--- src/rtl/alu_mc.sv ---
// Multi-cycle ALU: single-cycle arithmetic/logic ops, bit-serial shifts and an
// optional iterative shift-add multiplier enabled by `define ALU_MC_MUL_EN.
module alu_mc #(
    parameter int WIDTH = 16,
    parameter int SHW   = $clog2(WIDTH)
) (
    input  logic             clk,
    input  logic             rst,
    input  logic             start,
    input  logic [3:0]       op,
    input  logic [WIDTH-1:0] a,
    input  logic [WIDTH-1:0] b,
    output logic             busy,
    output logic             done,
    output logic [WIDTH-1:0] o,
    output logic             fZ,
    output logic             fC,
    output logic             fN,
    output logic             fE,
    output logic             fV
);
    localparam logic [3:0] OP_ADD = 4'd0;
    localparam logic [3:0] OP_SUB = 4'd1;
    localparam logic [3:0] OP_AND = 4'd2;
    localparam logic [3:0] OP_ORR = 4'd3;
    localparam logic [3:0] OP_NOT = 4'd4;
    localparam logic [3:0] OP_XOR = 4'd5;
    localparam logic [3:0] OP_LSR = 4'd6;
    localparam logic [3:0] OP_LSL = 4'd7;
    localparam logic [3:0] OP_ADC = 4'd8;
    localparam logic [3:0] OP_SBC = 4'd9;
`ifdef ALU_MC_MUL_EN
    localparam logic [3:0] OP_MUL = 4'd10;
`endif
    localparam logic [SHW:0] CNT_ONE = {{SHW{1'b0}}, 1'b1};

    typedef enum logic [1:0] {
        S_IDLE  = 2'd0,
        S_SHIFT = 2'd1,
`ifdef ALU_MC_MUL_EN
        S_MUL   = 2'd2,
`endif
        S_DONE  = 2'd3
    } state_t;

    state_t           r_state;
    logic [WIDTH-1:0] r_acc;
    logic [SHW:0]     r_cnt;
    logic             r_lsl;
`ifdef ALU_MC_MUL_EN
    logic [WIDTH-1:0] r_hi, r_lo, r_mcand;
    logic [WIDTH:0]   w_mul_sum;
    logic [WIDTH-1:0] w_mul_hi, w_mul_lo;
`endif
    logic [WIDTH:0]   w_add, w_sub;
    logic             w_cin, w_is_shift, w_multi;
    logic [SHW-1:0]   w_n;
    logic [WIDTH-1:0] w_res, w_sh_next, w_fin_o;
    logic             w_res_c, w_res_v, w_sh_out, w_fin, w_fin_c, w_fin_v;

    function automatic logic add_ovf(input logic sa, input logic sb, input logic sr);
        return (sa == sb) && (sr != sa);
    endfunction

    function automatic logic sub_ovf(input logic sa, input logic sb, input logic sr);
        return (sa != sb) && (sr != sa);
    endfunction

    // Single-cycle result from the live inputs, used when an op finishes straight from IDLE
    always_comb begin
        w_cin      = ((op == OP_ADC) || (op == OP_SBC)) ? fC : 1'b0;
        w_add      = {1'b0, a} + {1'b0, b} + {{WIDTH{1'b0}}, w_cin};
        w_sub      = {1'b0, a} - {1'b0, b} - {{WIDTH{1'b0}}, w_cin};
        w_n        = b[SHW-1:0];
        w_is_shift = (op == OP_LSR) || (op == OP_LSL);
`ifdef ALU_MC_MUL_EN
        w_multi    = (w_is_shift && (w_n != {SHW{1'b0}})) || (op == OP_MUL);
`else
        w_multi    = w_is_shift && (w_n != {SHW{1'b0}});
`endif
        w_res   = {WIDTH{1'b0}};
        w_res_c = 1'b0;
        w_res_v = 1'b0;
        case (op)
            OP_ADD, OP_ADC: begin
                w_res   = w_add[WIDTH-1:0];
                w_res_c = w_add[WIDTH];
                w_res_v = add_ovf(a[WIDTH-1], b[WIDTH-1], w_add[WIDTH-1]);
            end
            OP_SUB, OP_SBC: begin
                w_res   = w_sub[WIDTH-1:0];
                w_res_c = w_sub[WIDTH];
                w_res_v = sub_ovf(a[WIDTH-1], b[WIDTH-1], w_sub[WIDTH-1]);
            end
            OP_AND:         w_res = a & b;
            OP_ORR:         w_res = a | b;
            OP_NOT:         w_res = ~a;
            OP_XOR:         w_res = a ^ b;
            // a zero-amount shift passes the operand through untouched
            OP_LSR, OP_LSL: w_res = a;
            default:        w_res = {WIDTH{1'b0}};
        endcase
    end

    // One bit of shift per cycle; the carry is the bit falling off the end
    always_comb begin
        if (r_lsl) begin
            w_sh_next = {r_acc[WIDTH-2:0], 1'b0};
            w_sh_out  = r_acc[WIDTH-1];
        end else begin
            w_sh_next = {1'b0, r_acc[WIDTH-1:1]};
            w_sh_out  = r_acc[0];
        end
    end

`ifdef ALU_MC_MUL_EN
    // Shift-add step: {hi,lo} ends as the full product once every multiplier bit in lo is consumed
    always_comb begin
        w_mul_sum = {1'b0, r_hi} + (r_lo[0] ? {1'b0, r_mcand} : {(WIDTH+1){1'b0}});
        w_mul_hi  = w_mul_sum[WIDTH:1];
        w_mul_lo  = {w_mul_sum[0], r_lo[WIDTH-1:1]};
    end
`endif

    // Select the value latched into o/flags on the edge that enters DONE
    always_comb begin
        w_fin   = 1'b0;
        w_fin_o = w_res;
        w_fin_c = w_res_c;
        w_fin_v = w_res_v;
        case (r_state)
            S_IDLE: begin
                if (start && !w_multi) w_fin = 1'b1;
                else                   w_fin = 1'b0;
            end
            S_SHIFT: begin
                if (r_cnt == CNT_ONE) begin
                    w_fin   = 1'b1;
                    w_fin_o = w_sh_next;
                    w_fin_c = w_sh_out;
                    w_fin_v = 1'b0;
                end else begin
                    w_fin = 1'b0;
                end
            end
`ifdef ALU_MC_MUL_EN
            S_MUL: begin
                if (r_cnt == CNT_ONE) begin
                    w_fin   = 1'b1;
                    w_fin_o = w_mul_lo;
                    w_fin_c = |w_mul_hi;
                    w_fin_v = |w_mul_hi;
                end else begin
                    w_fin = 1'b0;
                end
            end
`endif
            default: w_fin = 1'b0;
        endcase
    end

    // Control FSM plus the registered result, flags and iteration datapath
    always_ff @(posedge clk) begin
        if (rst) begin
            r_state <= S_IDLE;
            r_acc   <= {WIDTH{1'b0}};
            r_cnt   <= {(SHW+1){1'b0}};
            r_lsl   <= 1'b0;
`ifdef ALU_MC_MUL_EN
            r_hi    <= {WIDTH{1'b0}};
            r_lo    <= {WIDTH{1'b0}};
            r_mcand <= {WIDTH{1'b0}};
`endif
            busy    <= 1'b0;
            done    <= 1'b0;
            o       <= {WIDTH{1'b0}};
            fZ      <= 1'b1;
            fE      <= 1'b1;
            fC      <= 1'b0;
            fN      <= 1'b0;
            fV      <= 1'b0;
        end else begin
            done <= w_fin;
            if (w_fin) begin
                o  <= w_fin_o;
                fZ <= (w_fin_o == {WIDTH{1'b0}});
                fN <= w_fin_o[WIDTH-1];
                fE <= ~w_fin_o[0];
                fC <= w_fin_c;
                fV <= w_fin_v;
            end else begin
                o <= o;
            end
            case (r_state)
                S_IDLE: begin
                    if (start) begin
                        busy <= 1'b1;
                        if (w_is_shift && (w_n != {SHW{1'b0}})) begin
                            r_state <= S_SHIFT;
                            r_acc   <= a;
                            r_cnt   <= {1'b0, w_n};
                            r_lsl   <= (op == OP_LSL);
                        end
`ifdef ALU_MC_MUL_EN
                        else if (op == OP_MUL) begin
                            r_state <= S_MUL;
                            r_hi    <= {WIDTH{1'b0}};
                            r_lo    <= b;
                            r_mcand <= a;
                            r_cnt   <= (SHW+1)'(WIDTH);
                        end
`endif
                        else begin
                            r_state <= S_DONE;
                        end
                    end else begin
                        busy <= 1'b0;
                    end
                end
                S_SHIFT: begin
                    r_acc <= w_sh_next;
                    r_cnt <= r_cnt - CNT_ONE;
                    if (r_cnt == CNT_ONE) r_state <= S_DONE;
                    else                  r_state <= S_SHIFT;
                end
`ifdef ALU_MC_MUL_EN
                S_MUL: begin
                    r_hi  <= w_mul_hi;
                    r_lo  <= w_mul_lo;
                    r_cnt <= r_cnt - CNT_ONE;
                    if (r_cnt == CNT_ONE) r_state <= S_DONE;
                    else                  r_state <= S_MUL;
                end
`endif
                S_DONE: begin
                    r_state <= S_IDLE;
                    busy    <= 1'b0;
                end
                default: begin
                    r_state <= S_IDLE;
                    busy    <= 1'b0;
                end
            endcase
        end
    end
endmodule

--- config.mk ---
export PLATFORM = sky130hd
export DESIGN_NAME = alu_mc
export DESIGN_NICKNAME = d
export VERILOG_FILES = /design/src/rtl/alu_mc.sv
export SDC_FILE = /design/constraint.sdc
export NUM_CORES = 1
export LEC_CHECK = 0
export BUFFER_PORTS_ARGS = -buffer_cell sky130_fd_sc_hd__buf_4
export CAP_MARGIN = 30
export CORE_MARGIN = 3
export CORE_UTILIZATION = 42
export CTS_BUF_LIST = sky130_fd_sc_hd__clkbuf_16
export CTS_CLUSTER_DIAMETER = 200
export CTS_CLUSTER_SIZE = 8
export DETAILED_ROUTE_END_ITERATION = 6
export GPL_TIMING_DRIVEN = 0
export PLACE_DENSITY = 0.73
export SLEW_MARGIN = 5
export SYNTH_ARGS = -nofsm -noshare
export SYNTH_HDL_FRONTEND = slang
export SYNTH_SLANG_ARGS = --single-unit
--- constraint.sdc ---
create_clock -name clk -period 3.7 [get_ports clk]
set_input_delay 0.74 -clock clk [delete_from_list [all_inputs] [get_ports clk]]
set_output_delay 0.74 -clock clk [all_outputs]
set_load 0.05 [all_outputs]
# Word-level counts from Yosys, hierarchy flattened
# Index checks and enable logic that the tools add are counted.
dict set report totals {
  out_inout_bits 23
  register_bits 47
}
dict set report op_classes {
  reduce_logical 17
  n_eq_ne 17
  add_sub_neg 5
  bitwise_logic 5
  mux 27
}
# cell count
set op_table {}
lappend op_table {{one-hot mux 16 bit (7 select lines)} 1}
lappend op_table {{two-way mux 16 bit} 5}
lappend op_table {{one-hot mux 16 bit (2 select lines)} 1}
lappend op_table {{adder 16 x 16 -> 17 bit} 1}
lappend op_table {{adder 17 x 1 -> 17 bit} 1}
lappend op_table {{subtractor 16 x 16 -> 17 bit} 1}
lappend op_table {{subtractor 17 x 1 -> 17 bit} 1}
lappend op_table {{AND 16 bit} 1}
lappend op_table {{equality test 4 x 3 -> 1 bit, second input constant} 4}
lappend op_table {{zero test 16 bit} 1}
lappend op_table {{NOT 16 bit} 1}
lappend op_table {{bitwise OR 16 bit} 1}
lappend op_table {{XOR 16 bit} 1}
lappend op_table {{two-way mux 5 bit} 2}
lappend op_table {{one-hot mux 5 bit (2 select lines)} 1}
lappend op_table {{two-way mux 1 bit} 9}
lappend op_table {{equality test 4 x 2 -> 1 bit, second input constant} 2}
lappend op_table {{equality test 4 bit, second input constant} 2}
lappend op_table {{one-hot mux 1 bit (2 select lines)} 4}
lappend op_table {{two-way mux 2 bit} 3}
lappend op_table {{AND reduction 3 bit} 2}
lappend op_table {{OR reduction 2 bit} 3}
lappend op_table {{equality test 5 x 1 -> 1 bit, second input constant} 1}
lappend op_table {{subtractor 5 x 1 -> 5 bit, second input constant} 1}
lappend op_table {{other kinds (14)} 21}

# Depth between registers and ports, before layout
dict set report logic_depth {
  depth_word 9
  ltp_mapped 17
  mapped_depth_nobuf 15
}

# Worst setup path before layout
# Ideal clock, no wire load.
dict set report synth_path {
  path_type {input port to flip-flop}
  from {input port op[3]}
  to {register fZ}
  stages 14
  path_slack_ns -0.282
  t_arrival_ns 3.922
  setup_ns 0.061
  cell_sequence {buf_2 clkbuf_1 nand3_1 fa_1 fa_1 o21ai_2 a22oi_1 xor2_1 a2111oi_4 a221oi_2 a2111oi_2 nand4_1 nor4_2 a221o_1}
}
dict set report synth_via {
  elab_chain_len 8
  word_cells_on_any_way 27
  classes_between {add/sub (2); eq/ne (9); mux (6); reduce/logical (10)}
}
# element line_no
set synth_lines {}
lappend synth_lines {{from (decl)} 10} ;# input logic [3:0] op,
lappend synth_lines {{equality test 4 bit} {71, 84}}
lappend synth_lines {{logical OR 1 bit} 71} ;# w_cin = ((op == OP_ADC) || (op == OP_SBC)) ? fC : 1'b0;
lappend synth_lines {{two-way mux 1 bit} 71}
lappend synth_lines {{subtractor 17 x 1 -> 17 bit or adder 17 x 1 -> 17 bit (tied branches)} {73, 72}}
lappend synth_lines {{one-hot mux 16 bit (7 select lines)} 84} ;# case (op)
lappend synth_lines {{two-way mux 16 bit} 137} ;# if (r_cnt == CNT_ONE) begin
lappend synth_lines {{two-way mux 16 bit} 131} ;# case (r_state)
lappend synth_lines {{zero test 16 bit} 186} ;# fZ <= (w_fin_o == {WIDTH{1'b0}});
lappend synth_lines {{to (signal assigned)} 186}
lappend synth_lines {{to (decl)} 16} ;# output logic fZ,
# Several ways; a longest one is shown, not always the timed one.
# A chain may end at the register's enable or synchronous reset.

# Final worst setup path
# Ends and elaborated chain as after synthesis.

==> metrics.md <==
| Metric | Value |
|---|---|
| Normalized max-slew margin | 0.320 |
| CTS Hold Bufs | 0 |
| Setup Skew | 0.00391 ns |
| First-pass GRT wire length | 27,000 um |
| Async SR Flop Fraction | 0 |
| Register-to-Register Path Depth | 13 |
| Clk root buf | clkbuf_16 |
| Setup TNS | -0.0347 ns |
| Unique cell type count in the Yosys netlist | 78 |
| Die Span X | 119 um |
| Share of cells above drive strength 1 | 0.184 |
| Final Critical Period | 3.73 ns |
| Site row count | 40 |
| DIE HEIGHT | 119 um |
| Clk sink count | 46 |
| Post-Route WL | 17,700 um |
| Top post-synthesis cells by area | dfxtp_1 (17%), ha_1 (15%), a21oi_1 (6.0%) |
| Worst setup SP type | input port |
| RePlAce Congestion | 0.961 |
| Drt initial violations | 667 |
| CTS tree | built |
| Post-Syn Instances | 727 |
| Nets | 916 |
| Count leader, synth | nand2_1 |
| Worst min path class | reg -> reg |
| Vias in the first global route | 5,104 |
| Critical path class | in -> reg |
| DR WL/cell | 18.1 um |
| Antenna diodes | 0 |
| Sw Ratio | 0.406 |
| Hold Startpoint | o[6] |
| Vias per cell | 5.85 |
| Commonest cells in the netlist | nand2_1 (73), nor2_1 (72), a21oi_1 (64), ha_1 (64), inv_1 (61) |
| RSZ-0062 raised after global routing | yes |
| Largest area contributor in the netlist | dfxtp_1 |
| Main flop type after synthesis | dfxtp_1 |
| Synth Net Count | 834 |
| Final setup viols | 1 |
| Register share of total power | 0.266 |
| Worst Hold Path Cells | 2 |
| Worst Setup End Kind | register |
| R2R Setup Slk | 0.20 ns |
| P_leak | 2.81 nW |
| Post-Syn Area | 5370 um^2 |
| Syn_area_per_cell | 7.39 um^2 |
| Pre-Repair DR Iteration Count | 6 |
| Global route overflow | 0 |
| PD cells | 325 nW/um^2 |
| Final Hold Viols | 0 |
| PortBufs | 60 |
| GRT Total Usage | 0.232 |
| CP Max Fanout | 11 |
| # H-tree levels | 2 |
| Routed Antenna Nets | 0 |
| Reg2reg start | fC |
| Max_cap viols | 0 |
| Largest net degree at the start of global routing | 25 |
| Clock share of power | 0.237 |
| DRC | 0 |
| Max-slew violation count | 0 |
| Combinational share of power | 0.497 |
| End of the worst hold path | o[6] |
| DP Wirelength | 13,600 um |
| Slew @ Worst Pin | 1.02 ns |
| Via count | 5,720 |
| I/O pins | 62 |
| Outcome | finished with violations |
| Seq cells post-synth | 46 |
| Clk_lat worst skew | 0.28 ns |
| Worst vdd ir | 0.265 mV |
| Post-synth EDFFs | 0 |
| Core area | 12,300 um^2 |
| Initial core utilization | 0.438 |
| Utilization after layout | 0.543 |
| Sequential share of the synthesized area | 0.172 |
| Initial antenna violation count | 0 |
| Failing checks | negative setup slack |
| Yosys Warn Count | 0 |
| Area growth, synth to finish | 24.0% |
| Die area | 14,200 um^2 |
| Sw Pwr | 0.879 mW |
| Clock-pin slew on the worst setup and hold paths | 0.06 ns |
| CP Data Arrival Time | 3.91 ns |
| FMAX | 268 MHz |
| Maximum clock path buffer count | 2 |
| Post-synth top area share | 0.172 |
| CP required | 3.87 ns |
| Tcrit/Tclk final | 1.01 |
| Internal cell power | 1.29 mW |
| Total CTS buffers | 5 |
| FF-to-FF End | fZ |
| Setup ws final | -0.0347 ns |
[final cells by class]
type	count	area, um^2
clock inverters	3	43.8
multi-input cells	578	4260
inverters	61	229
plain buffers	37	188
well taps	168	210
repair buffers	80	683
clock buffers	5	125
flip-flops and latches	46	921
fillers	1154	5600
[stage by stage]
stage / setup slack (ns) / area (um^2) / hold WS, ns / total power, mW / instances
floorplan: 0.00617 / 5410 / 0.441 / 1.26 / 727
global placement: -1.00 / 6070 / 0.431 / 1.52 / 955
detailed placement: -1.03 / 6080 / 0.447 / 1.53 / 956
CTS: 0.000841 / 6420 / 0.456 / 2.09 / 966
global route: -0.123 / 6660 / 0.473 / 2.27 / 978
finish: -0.0347 / 6660 / 0.453 / 2.17 / 978
[cells by family after synthesis]
logic type | Yosys count | share of synthesized area
AO/OA/AOI/OAI | 230 | 0.299
buffers and inverters | 103 | 0.0788
adder cells (fa/ha/maj) | 68 | 0.164
AND/OR/NAND/NOR | 235 | 0.207
XOR/XNOR | 22 | 0.0359
multiplexers | 23 | 0.0438
flip-flops | 46 | 0.172
[power by group through the flow]
stage	sequential [mW]	clock (mW)	combinational (mW)
after floorplan	0.657	0	0.598
after global placement	0.587	0	0.931
after detailed placement	0.587	0	0.939
after CTS	0.577	0.515	0.997
after global routing	0.583	0.535	1.15
final	0.577	0.513	1.08
[repair_timing]
action                     CTS  global route
resized for setup           26            23
buffers inserted             7            10
cloned                       0             2
pin swaps                   12            24
setup endpoints to repair   11             2
[layer usage]
layer,wire [um],part of all wire,up-vias,GRT usage
met5,0,0,-,0
met1,7790,0.44,2609,0.322
met2,7900,0.45,301,0.371
li1,-,-,2765,-
met3,1590,0.090,45,0.0451
met4,390,0.022,0,0.0579
[placed cells by master, fill, tap and decap left out, types with 12 or more instances in the layout]
master    netlist  layout
ha_1           64      63
mux2i_1        19      18
clkbuf_1       23      22
xnor2_1        12      12
a211oi_1       15      12
buf_4           3      77
a21o_1         13      13
a21oi_1        64      62
nand2b_1       13      13
nor3_1         17      17
dfxtp_1        46      46
nand3_1        16      15
o211ai_1       19      19
inv_1          61      61
nor2_1         72      70
o21ai_0        23      21
nand2_1        73      73
[worst max-delay path by stage]
stage,slack [ns],end,startpoint
final,-0.03,fZ,op[3]
after global routing,-0.12,fZ,op[1]
after CTS,0.0008,fZ,op[2]
after detailed placement,-1.03,fZ,op[3]
after global placement,-1.00,fZ,op[3]
after floorplan,0.006,fZ,op[2]
[registers in the layout, indices dropped and copies added, names as in the netlist]
name	flops
done	1
fC	1
r_cnt	5
r_state	2
o	16
r_acc	16
busy	1
fV	1
fE	1
fZ	1
r_lsl	1
[critical path, cell delays in order]
cell and delay (ns):
buf_8 0.12, clkbuf_16 0.15, nand3_4 0.09, inv_1 0.05
fa_1 0.54, inv_1 0.07, ha_1 0.22, o21ai_4 0.23
a311oi_4 0.11, buf_4 0.18, a211oi_4 0.31, o21bai_1 0.15
a31oi_1 0.22, xnor2_1 0.15, a21o_1 0.21, nor2_1 0.07
a221o_1 0.28
Note: power is estimated with default switching activity, not from simulation.
